**src/rtl/matmul_output_collector.sv**
```systemverilog
// matmul_output_collector
//
// Assembles the per-column output stream of the systolic matmul FSM into a
// ROWS x COLS result matrix. Each column keeps its own write row counter
// (wcount) and hold-phase counter (phase). A source value held for
// HOLD_CYCLES consecutive valid cycles is captured exactly once.
//
// Ports
//   clk, rst       clock, synchronous active-high reset
//   start          one-cycle pulse: clear matrix/counters/overflow, enter CAPTURE
//   col_valid      per-column valid
//   col_data       column c at [c*WORD_SIZE +: WORD_SIZE]
//   rd_row, rd_col random-access read address
//   rd_data        registered element [rd_row][rd_col] (0 when out of range)
//   output_matrix  element [r][c] at [(r*COLS+c)*WORD_SIZE +: WORD_SIZE]
//   busy / done    CAPTURE / DONE state decodes
//   overflow       sticky: valid element for a full column or outside CAPTURE
module matmul_output_collector #(
  parameter int WORD_SIZE   = 16,
  parameter int ROWS        = 4,
  parameter int COLS        = 4,
  parameter int HOLD_CYCLES = 2,
  localparam int RW = (ROWS > 1) ? $clog2(ROWS) : 1,
  localparam int CLW = (COLS > 1) ? $clog2(COLS) : 1
) (
  input  logic                           clk,
  input  logic                           rst,
  input  logic                           start,
  input  logic [COLS-1:0]                col_valid,
  input  logic [COLS*WORD_SIZE-1:0]      col_data,
  input  logic [RW-1:0]                  rd_row,
  input  logic [CLW-1:0]                 rd_col,
  output logic [WORD_SIZE-1:0]           rd_data,
  output logic [ROWS*COLS*WORD_SIZE-1:0] output_matrix,
  output logic                           busy,
  output logic                           done,
  output logic                           overflow
);

  localparam int CW = $clog2(ROWS + 1);
  localparam int PW = (HOLD_CYCLES > 1) ? $clog2(HOLD_CYCLES) : 1;
  localparam logic [CW-1:0] FULL    = CW'(ROWS);
  localparam logic [PW-1:0] PH_LAST = PW'(HOLD_CYCLES - 1);

  typedef enum logic [1:0] {
    S_IDLE,
    S_CAPTURE,
    S_DONE
  } state_t;

  state_t               state_q, state_d;
  logic [WORD_SIZE-1:0] mat_q    [ROWS][COLS];
  logic [WORD_SIZE-1:0] mat_d    [ROWS][COLS];
  logic [CW-1:0]        wcount_q [COLS];
  logic [CW-1:0]        wcount_d [COLS];
  logic [PW-1:0]        phase_q  [COLS];
  logic [PW-1:0]        phase_d  [COLS];
  logic                 overflow_q, overflow_d;
  logic [WORD_SIZE-1:0] rd_data_q, rd_data_d;
  logic                 all_full;

  // Next-state, capture and overflow logic.
  always_comb begin
    state_d    = state_q;
    mat_d      = mat_q;
    wcount_d   = wcount_q;
    phase_d    = phase_q;
    overflow_d = overflow_q;
    all_full   = 1'b1;

    if (start) begin
      // start wins over any same-cycle valid and over the DONE transition
      state_d    = S_CAPTURE;
      overflow_d = 1'b0;
      for (int r = 0; r < ROWS; r++) begin
        for (int c = 0; c < COLS; c++) begin
          mat_d[r][c] = '0;
        end
      end
      for (int c = 0; c < COLS; c++) begin
        wcount_d[c] = '0;
        phase_d[c]  = '0;
      end
    end else begin
      for (int c = 0; c < COLS; c++) begin
        if (col_valid[c]) begin
          // Only the first cycle of a hold window carries a new element.
          if (phase_q[c] == '0) begin
            if (state_q == S_CAPTURE && wcount_q[c] != FULL) begin
              mat_d[wcount_q[c][RW-1:0]][c] = col_data[c*WORD_SIZE +: WORD_SIZE];
              wcount_d[c] = wcount_q[c] + CW'(1);
            end else begin
              overflow_d = 1'b1;
            end
          end
          phase_d[c] = (phase_q[c] == PH_LAST) ? '0 : phase_q[c] + PW'(1);
        end else begin
          // A gap restarts the hold window.
          phase_d[c] = '0;
        end
      end
      for (int c = 0; c < COLS; c++) begin
        if (wcount_d[c] != FULL) all_full = 1'b0;
      end
      // DONE on the same edge that writes the last element.
      if (state_q == S_CAPTURE && all_full) state_d = S_DONE;
    end
  end

  // Registered read port; sees the matrix as of the previous edge.
  always_comb begin
    rd_data_d = '0;
    if (int'(rd_row) < ROWS && int'(rd_col) < COLS) begin
      rd_data_d = mat_q[rd_row][rd_col];
    end
  end

  always_ff @(posedge clk) begin
    if (rst) begin
      state_q    <= S_IDLE;
      overflow_q <= 1'b0;
      rd_data_q  <= '0;
      for (int r = 0; r < ROWS; r++) begin
        for (int c = 0; c < COLS; c++) begin
          mat_q[r][c] <= '0;
        end
      end
      for (int c = 0; c < COLS; c++) begin
        wcount_q[c] <= '0;
        phase_q[c]  <= '0;
      end
    end else begin
      state_q    <= state_d;
      overflow_q <= overflow_d;
      rd_data_q  <= rd_data_d;
      mat_q      <= mat_d;
      wcount_q   <= wcount_d;
      phase_q    <= phase_d;
    end
  end

  generate
    for (genvar gi = 0; gi < ROWS; gi++) begin : g_row
      for (genvar gj = 0; gj < COLS; gj++) begin : g_col
        assign output_matrix[(gi*COLS+gj)*WORD_SIZE +: WORD_SIZE] = mat_q[gi][gj];
      end
    end
  endgenerate

  assign rd_data  = rd_data_q;
  assign busy     = (state_q == S_CAPTURE);
  assign done     = (state_q == S_DONE);
  assign overflow = overflow_q;

endmodule

```
**config.mk**
```make
export PLATFORM = sky130hd
export DESIGN_NAME = matmul_output_collector
export DESIGN_NICKNAME = d
export VERILOG_FILES = /design/src/rtl/matmul_output_collector.sv
export SDC_FILE = /design/constraint.sdc
export NUM_CORES = 1
export LEC_CHECK = 0
export CORE_MARGIN = 2
export CORE_UTILIZATION = 50
export DETAILED_ROUTE_END_ITERATION = 10
export HOLD_SLACK_MARGIN = 0.02
export PLACE_DENSITY = 0.83
export SLEW_MARGIN = 5
export SYNTH_ARGS = -nofsm -noshare
export SYNTH_HDL_FRONTEND = slang
export SYNTH_SLANG_ARGS = --single-unit
```
**constraint.sdc**
```tcl
create_clock -name clk -period 5.7 [get_ports clk]
set_input_delay 1.14 -clock clk [delete_from_list [all_inputs] [get_ports clk]]
set_output_delay 1.14 -clock clk [all_outputs]
set_load 0.01 [all_outputs]
```
======== Word level (Yosys, flattened, before mapping) ========
Index checks and enable logic that the tools add are counted.
word-level totals
  register bits after elaboration ......... 291
  input bits .............................. 75
  output and inout port bits .............. 275
  logic and storage cells ................. 149
operators by class
  add/subtract/negate cells ............... 8
  order comparisons ....................... 10
  eq/ne operators ......................... 10
  muxes and demuxes ....................... 68
  bitwise operators ....................... 10
  reduce and logical (&&, ||, !) cells .... 15
operators by type and width
  operator               count
  $mux W256              15
  $bwmux W256            4
  $demux W64 S2          4
  $mux W64               3
  $bmux W64 S2           1
  $mux W16               3
  $mux W3                16
  $mux W48               1
  $bmux W16 S2           1
  $mux W32               1
  $ne A3 B3 Y1 const B   8
  $mux W1                19
  $ge A3 B3 Y1 const B   6
  $not A2 Y3             6
  $reduce_or A4 Y1       4
  $add A3 B1 Y3 const B  4
  $lt A3 B1 Y1 const B   4
  $logic_and A1 B1 Y1    9
  $add A1 B1 Y1 const B  4
  $not A1 Y1             4
  $eq A2 B1 Y1 const B   1
  $eq A2 B2 Y1 const B   1
  $reduce_bool A2 Y1     1
  $reduce_or A2 Y1       1

======== Longest topological paths before layout ========
  depth after elaboration ................. 24
  mapped depth ............................ 10
  mapped depth without buffers ............ 7

======== Least setup slack after synthesis ========
Ideal clock, no wire load.
  path type ............................... input-to-reg
  start ................................... input rd_row[1]
  end ..................................... register rd_data_q[14] (netlist: rd_data[14])
  library setup time ...................... 128 ps
  arrival ................................. 2607 ps
  data required time ...................... 5572 ps
  slack ................................... 2965 ps
  stages .................................. 6
  buffers on the path ..................... 3
  cells stage by stage .................... buf_6 buf_2 buf_2 mux4_2 mux4_2 nor2b_1
on the way
  cells in the longest elaborated chain, start to end .. 7
ends and longest elaborated chain
  item                                          RTL line  source
  start, declared                               31        input logic [RW-1:0] rd_row,
  $not A2 Y3 (implied by the code)              114       rd_data_d = mat_q[rd_row][rd_col];
  $bmux W64 S2                                  114
  $mux W64 (implied by the code) (2 in series)  114
  $bmux W16 S2                                  114
  $mux W16 (implied by the code) (2 in series)  114
  end signal, assigned                          135       rd_data_q <= rd_data_d;
  end, declared                                 59        logic [WORD_SIZE-1:0] rd_data_q, rd_data_d;
Every way passes these cells. The select of a mux whose other input is x is not followed.
A chain may end at the register's enable or synchronous reset.

======== Final worst setup path ========
  start ................................... input col_valid[1]
  end ..................................... register mat_q (netlist bit output_matrix[85])
on the way
  cells in the longest elaborated chain, start to end .. 11
ends and longest elaborated chain
  item                  RTL line  source
  start, declared       29        input logic [COLS-1:0] col_valid,
  $mux W256 (*)         86        if (col_valid[c]) begin
  $mux W256 (*)         71        if (start) begin
  $bwmux W256           90        mat_d[wcount_q[c][RW-1:0]][c] = col_data[c*WORD_SIZE +: WORD_SIZE];
  $mux W256             89        if (state_q == S_CAPTURE && wcount_q[c] != FULL) begin
  $mux W256             88        if (phase_q[c] == '0) begin
  $mux W256 (*)         86
  $mux W256 (*)         71
  $bwmux W256           90
  $mux W256             89
  $mux W256             88
  $mux W256 (*)         86
  end signal, assigned  136       mat_q <= mat_d;
  end, declared         52        logic [WORD_SIZE-1:0] mat_q [ROWS][COLS];
Every way passes the cells marked *; elsewhere a longest branch is shown, timed or not. The select of a mux whose other input is x is not followed.

==> impl_metrics.prom <==
# TYPE chip_impl_metric gauge
chip_impl_metric{name="slew-limit-headroom",unit="%"} 26.5
chip_impl_metric{name="final-max-slew-violation-count",unit=""} 0
chip_impl_metric{name="antenna_cells_inserted",unit=""} 0
chip_impl_metric{name="tritoncts_num_sinks",unit=""} 291
chip_impl_metric{name="grt_pass1_vias",unit=""} 11628
chip_impl_metric{name="number_of_antenna_violations_at_the_first_check_in_global_routing",unit=""} 1
chip_impl_metric{name="ctsHoldBuffers",unit=""} 0
chip_impl_info{name="crit_slowest_cell",value="a211oi_4"} 1
chip_impl_info{name="worstSetupPathType",value="input pin to register"} 1
chip_impl_metric{name="grt-ovfl-total",unit=""} 0
chip_impl_metric{name="min_path_cells",unit=""} 2
chip_impl_metric{name="total_switching_power",unit="mW"} 1.02
chip_impl_info{name="rsz0062_at_grt",value="false"} 1
chip_impl_info{name="post-synth-top-area-cell",value="dfxtp_1"} 1
chip_impl_metric{name="clock_insertion_delay_worst_skew",unit="ns"} 0.55
chip_impl_info{name="critical_path.startpoint_type",value="input pin"} 1
chip_impl_metric{name="max_slew.worst_pin.slew",unit="ns"} 1.10
chip_impl_info{name="worstHoldStart",value="output_matrix[241]$_SDFFE_PP0P_"} 1
chip_impl_metric{name="postLayoutCoreUtil",unit="%"} 68.7
chip_impl_metric{name="gp_congestion",unit=""} 0.908
chip_impl_metric{name="starting_density",unit="%"} 50.5
chip_impl_metric{name="die_span_in_x",unit="um"} 163
chip_impl_metric{name="worst-path-max-fanout",unit=""} 30
chip_impl_info{name="netlist_top_cells_count",value="dfxtp_1 (291), nand2_1 (256), a21oi_1 (244)"} 1
chip_impl_metric{name="placedCellCount",unit=""} 1944
chip_impl_metric{name="yosysUniqueCellTypes",unit=""} 35
chip_impl_metric{name="setup_violation_total_in_the_final_timing_report",unit=""} 0
chip_impl_metric{name="power_report.internal_total",unit="mW"} 3.48
chip_impl_metric{name="die-height",unit="um"} 163
chip_impl_metric{name="final_nets",unit=""} 1738
chip_impl_metric{name="smallest_setup_slack_after_layout",unit="ns"} 2.53
chip_impl_info{name="hold_path_end",value="output_matrix[241]$_SDFFE_PP0P_"} 1
chip_impl_metric{name="clkPwrFrac",unit="%"} 47.6
chip_impl_metric{name="postCtsResizedCells",unit=""} 0
chip_impl_metric{name="setup_tns",unit="ns"} 0
chip_impl_info{name="synth_most_common_cell",value="dfxtp_1"} 1
chip_impl_metric{name="nFillCells",unit=""} 1917
chip_impl_metric{name="multi_input_comb_area",unit="sq um"} 6210
chip_impl_info{name="regToRegStartpoint",value="wcount_q[9]$_SDFF_PP0_"} 1
chip_impl_metric{name="avgViaCountPerCell",unit=""} 6.13
chip_impl_metric{name="synth_compound_gate_area_share",unit="%"} 10.3
chip_impl_metric{name="core_area",unit="sq um"} 25000
chip_impl_info{name="clock_tree.root_cell",value="clkbuf_16"} 1
chip_impl_metric{name="post_synthesis_instance_area",unit="sq um"} 12600
chip_impl_info{name="crit-reg2reg-capture",value="output_matrix[4]$_SDFFE_PP0P_"} 1
chip_impl_metric{name="synthesis.nets",unit=""} 1470
chip_impl_info{name="yosys-top-cells-area",value="dfxtp_1 (46%), mux4_2 (14%), a21oi_1 (9.7%)"} 1
chip_impl_metric{name="power",unit="mW"} 4.50
chip_impl_info{name="endpoint_kind",value="register"} 1
chip_impl_metric{name="dr_total_vias",unit=""} 12253
chip_impl_info{name="critical_path.cell_chain",value="clkdlybuf4s50_1, nand2b_1, a211oi_4, buf_4, nand2_1, nand2_1, a21oi_1"} 1
chip_impl_metric{name="switching_share_of_power",unit="%"} 22.6
chip_impl_metric{name="dp_worst_setup_slack",unit="ns"} 2.01
chip_impl_metric{name="synth_seq_cells",unit=""} 291
chip_impl_metric{name="cp.required",unit="ns"} 6.09
chip_impl_metric{name="cts_post_setup_buffers_inserted",unit=""} 0
chip_impl_metric{name="timing.reg2reg.setup_slack",unit="ns"} 2.56
chip_impl_metric{name="crit_path_arrival_time",unit="ns"} 3.57
chip_impl_info{name="cts_tree",value="yes"} 1
chip_impl_metric{name="pin_count",unit=""} 350
chip_impl_metric{name="avgSynthCellArea",unit="sq um"} 9.15
chip_impl_metric{name="drt_drc_violations_left",unit=""} 0
chip_impl_metric{name="design.die.area",unit="sq um"} 26500
chip_impl_metric{name="worst_reg2reg_path_depth",unit=""} 7
chip_impl_metric{name="critical-path-max-stage-delay",unit="ns"} 0.52
chip_impl_metric{name="instances_no_fill",unit=""} 2000
chip_impl_metric{name="dp.final_hpwl",unit="um"} 31900
chip_impl_metric{name="clk_transition_reported_paths",unit="ns"} 0.06
chip_impl_metric{name="hold-worst-slack",unit="ns"} 0.470
chip_impl_metric{name="timing.final.hold_violations",unit=""} 0
chip_impl_metric{name="post_synth_fa_ha_maj_area_fraction",unit="%"} 1.59
chip_impl_metric{name="seq_area_frac_synth",unit="%"} 46.2
chip_impl_metric{name="synth_enable_flop_cells",unit=""} 0
chip_impl_info{name="crit_path_frequent_cell",value="nand2_1"} 1
chip_impl_metric{name="postLayoutCellArea",unit="sq um"} 17200
chip_impl_metric{name="share_of_the_synthesized_area_in_the_top_cell_type",unit="%"} 46.2
chip_impl_metric{name="first_iter_violations",unit=""} 1471
chip_impl_info{name="worst_hold_path_type",value="register to register"} 1
chip_impl_metric{name="number_of_h_tree_branching_levels",unit=""} 1
chip_impl_metric{name="simple_gate_share_of_the_synthesized_area",unit="%"} 20.6
chip_impl_metric{name="yosys-mux-area-fraction",unit="%"} 15.9
chip_impl_metric{name="power_dens_cells",unit="nW/um^2"} 262
chip_impl_metric{name="ant_nets",unit=""} 0
chip_impl_metric{name="ys_warn_count",unit=""} 0
chip_impl_metric{name="detail_route.wl_per_cell",unit="um"} 23.0
chip_impl_info{name="dominant_combinational_cell_family_by_area_after_synthesis",value="simple AND/OR/NAND/NOR gates"} 1
chip_impl_metric{name="syn_inst",unit=""} 1379
chip_impl_metric{name="async_flop_share",unit="%"} 0
chip_impl_metric{name="maxClockFrequency",unit="GHz"} 0.315
chip_impl_metric{name="layout_cell_share_with_drive_strength_beyond_1",unit="%"} 9.10
chip_impl_metric{name="p_leak",unit="nW"} 5.41
chip_impl_metric{name="period_needed",unit="ns"} 3.17
chip_impl_metric{name="global_route.usage.total",unit="%"} 33.5
chip_impl_metric{name="cts_buffers",unit=""} 31
chip_impl_metric{name="vdd_ir_drop_max",unit="V"} 0.000188
chip_impl_metric{name="grt_pass1_wl",unit="um"} 68400
chip_impl_metric{name="power.share.sequential",unit="%"} 45.7
chip_impl_metric{name="share_comb_of_total_power",unit="%"} 6.8
chip_impl_metric{name="register_area",unit="sq um"} 5830
chip_impl_info{name="predominant_post_synthesis_flop_cell",value="dfxtp_1"} 1
chip_impl_metric{name="port_buffers",unit=""} 349
chip_impl_metric{name="synth-xor-area-share",unit="%"} 0.625
chip_impl_metric{name="cts_buffer_depth",unit=""} 3
chip_impl_info{name="status",value="finished clean"} 1
chip_impl_metric{name="final.setup_skew",unit="ns"} 0.0126
chip_impl_metric{name="dr.pass1.iters",unit=""} 5
chip_impl_metric{name="finalWirelength",unit="um"} 46100
chip_impl_metric{name="grt_max_degree",unit=""} 117
chip_impl_metric{name="drv_cap",unit=""} 0
chip_impl_metric{name="min_period_over_period",unit="%"} 55.7
chip_impl_metric{name="row_count",unit=""} 58
chip_impl_metric{name="areaGrowthSynthToFinish",unit="%"} 36.0
chip_impl_metric{name="placement.cell_area",unit="sq um"} 16100
[how the worst max path moves through the flow]
stage / from / endpoint / slack [ns] / depth (start not counted)
final: col_valid[1] / output_matrix[85]$_SDFFE_PP0P_ / 2.53 / 7
after global routing: wcount_q[9]$_SDFF_PP0_ / output_matrix[4]$_SDFFE_PP0P_ / 2.36 / 7
after CTS: col_valid[1] / output_matrix[85]$_SDFFE_PP0P_ / 2.54 / 7
after detailed placement: col_valid[1] / output_matrix[85]$_SDFFE_PP0P_ / 2.01 / 7
after global placement: col_valid[1] / output_matrix[95]$_SDFFE_PP0P_ / 2.09 / 7
after floorplan: rd_row[1] / rd_data[14]$_SDFF_PP0_ / 2.96 / 6
[flip-flops by register name (all words and copies together) (netlist names)]
| register | flops |
|---|---|
| overflow | 1 |
| phase_q | 4 |
| wcount_q | 12 |
| state_q | 2 |
| output_matrix | 256 |
| rd_data | 16 |
[logic make-up (layout without fill, tap and decap cells)]
| logic type | after synthesis | after routing |
|---|---|---|
| simple gates | 575 | 575 |
| xor+xnor | 9 | 9 |
| buf+inv | 135 | 426 |
| flops | 291 | 291 |
| mux | 101 | 101 |
| compound gates | 252 | 252 |
| fa+ha+maj | 16 | 16 |
[cells in the final DEF, fill, tap and decap left out, types with 2 or more instances in the layout]
cell type / n
and4_1: 2
nor4_1: 2
clkbuf_16: 31
bufinv_16: 6
clkinv_2: 6
xnor2_1: 8
clkbuf_1: 9
nand2b_1: 4
clkbuf_8: 4
nand2_1: 256
o22ai_1: 2
clkdlybuf4s50_1: 347
and3_2: 3
mux4_2: 80
nand4_2: 3
nor2_1: 33
buf_12: 2
inv_1: 8
mux2i_1: 21
a311oi_1: 2
nor2b_1: 22
a21oi_1: 244
dfxtp_1: 291
ha_1: 16
buf_4: 12
nand3_1: 240
and2_1: 4
[critical path, delay by kind of cell]
family | cells | cell delay, ns
AND/OR/NAND/NOR | 3 | 0.90
buffers and inverters | 2 | 0.89
AO/OA/AOI/OAI | 2 | 0.62
[cell type report]
cell class	count	share of cell area [%]
inverters	9	0.197
multi-input cells	953	36.2
well taps	330	2.41
clock inverters	12	1.23
repair buffers	361	21.0
flip-flops and latches	291	34.0
clock buffers	44	5.04
[power by group through the flow]
stage               registers (mW)  logic [mW]  clock network, mW
detailed placement            2.10       0.298                  0
CTS                           2.06       0.300               2.15
global route                  2.06       0.321               2.23
global placement              2.10       0.295                  0
finish                        2.06       0.304               2.14
floorplan                     2.10       0.162                  0
[layer usage]
layer	GRT usage [%]	part of all wire (%)	vias to the layer above
met4	17.1	5.8	2
met3	8.15	12	143
li1	-	-	5386
met2	53.9	46	804
met5	0	0.028	-
met1	42.1	36	5918
No activity file was read; power rests on OpenSTA's default activity.
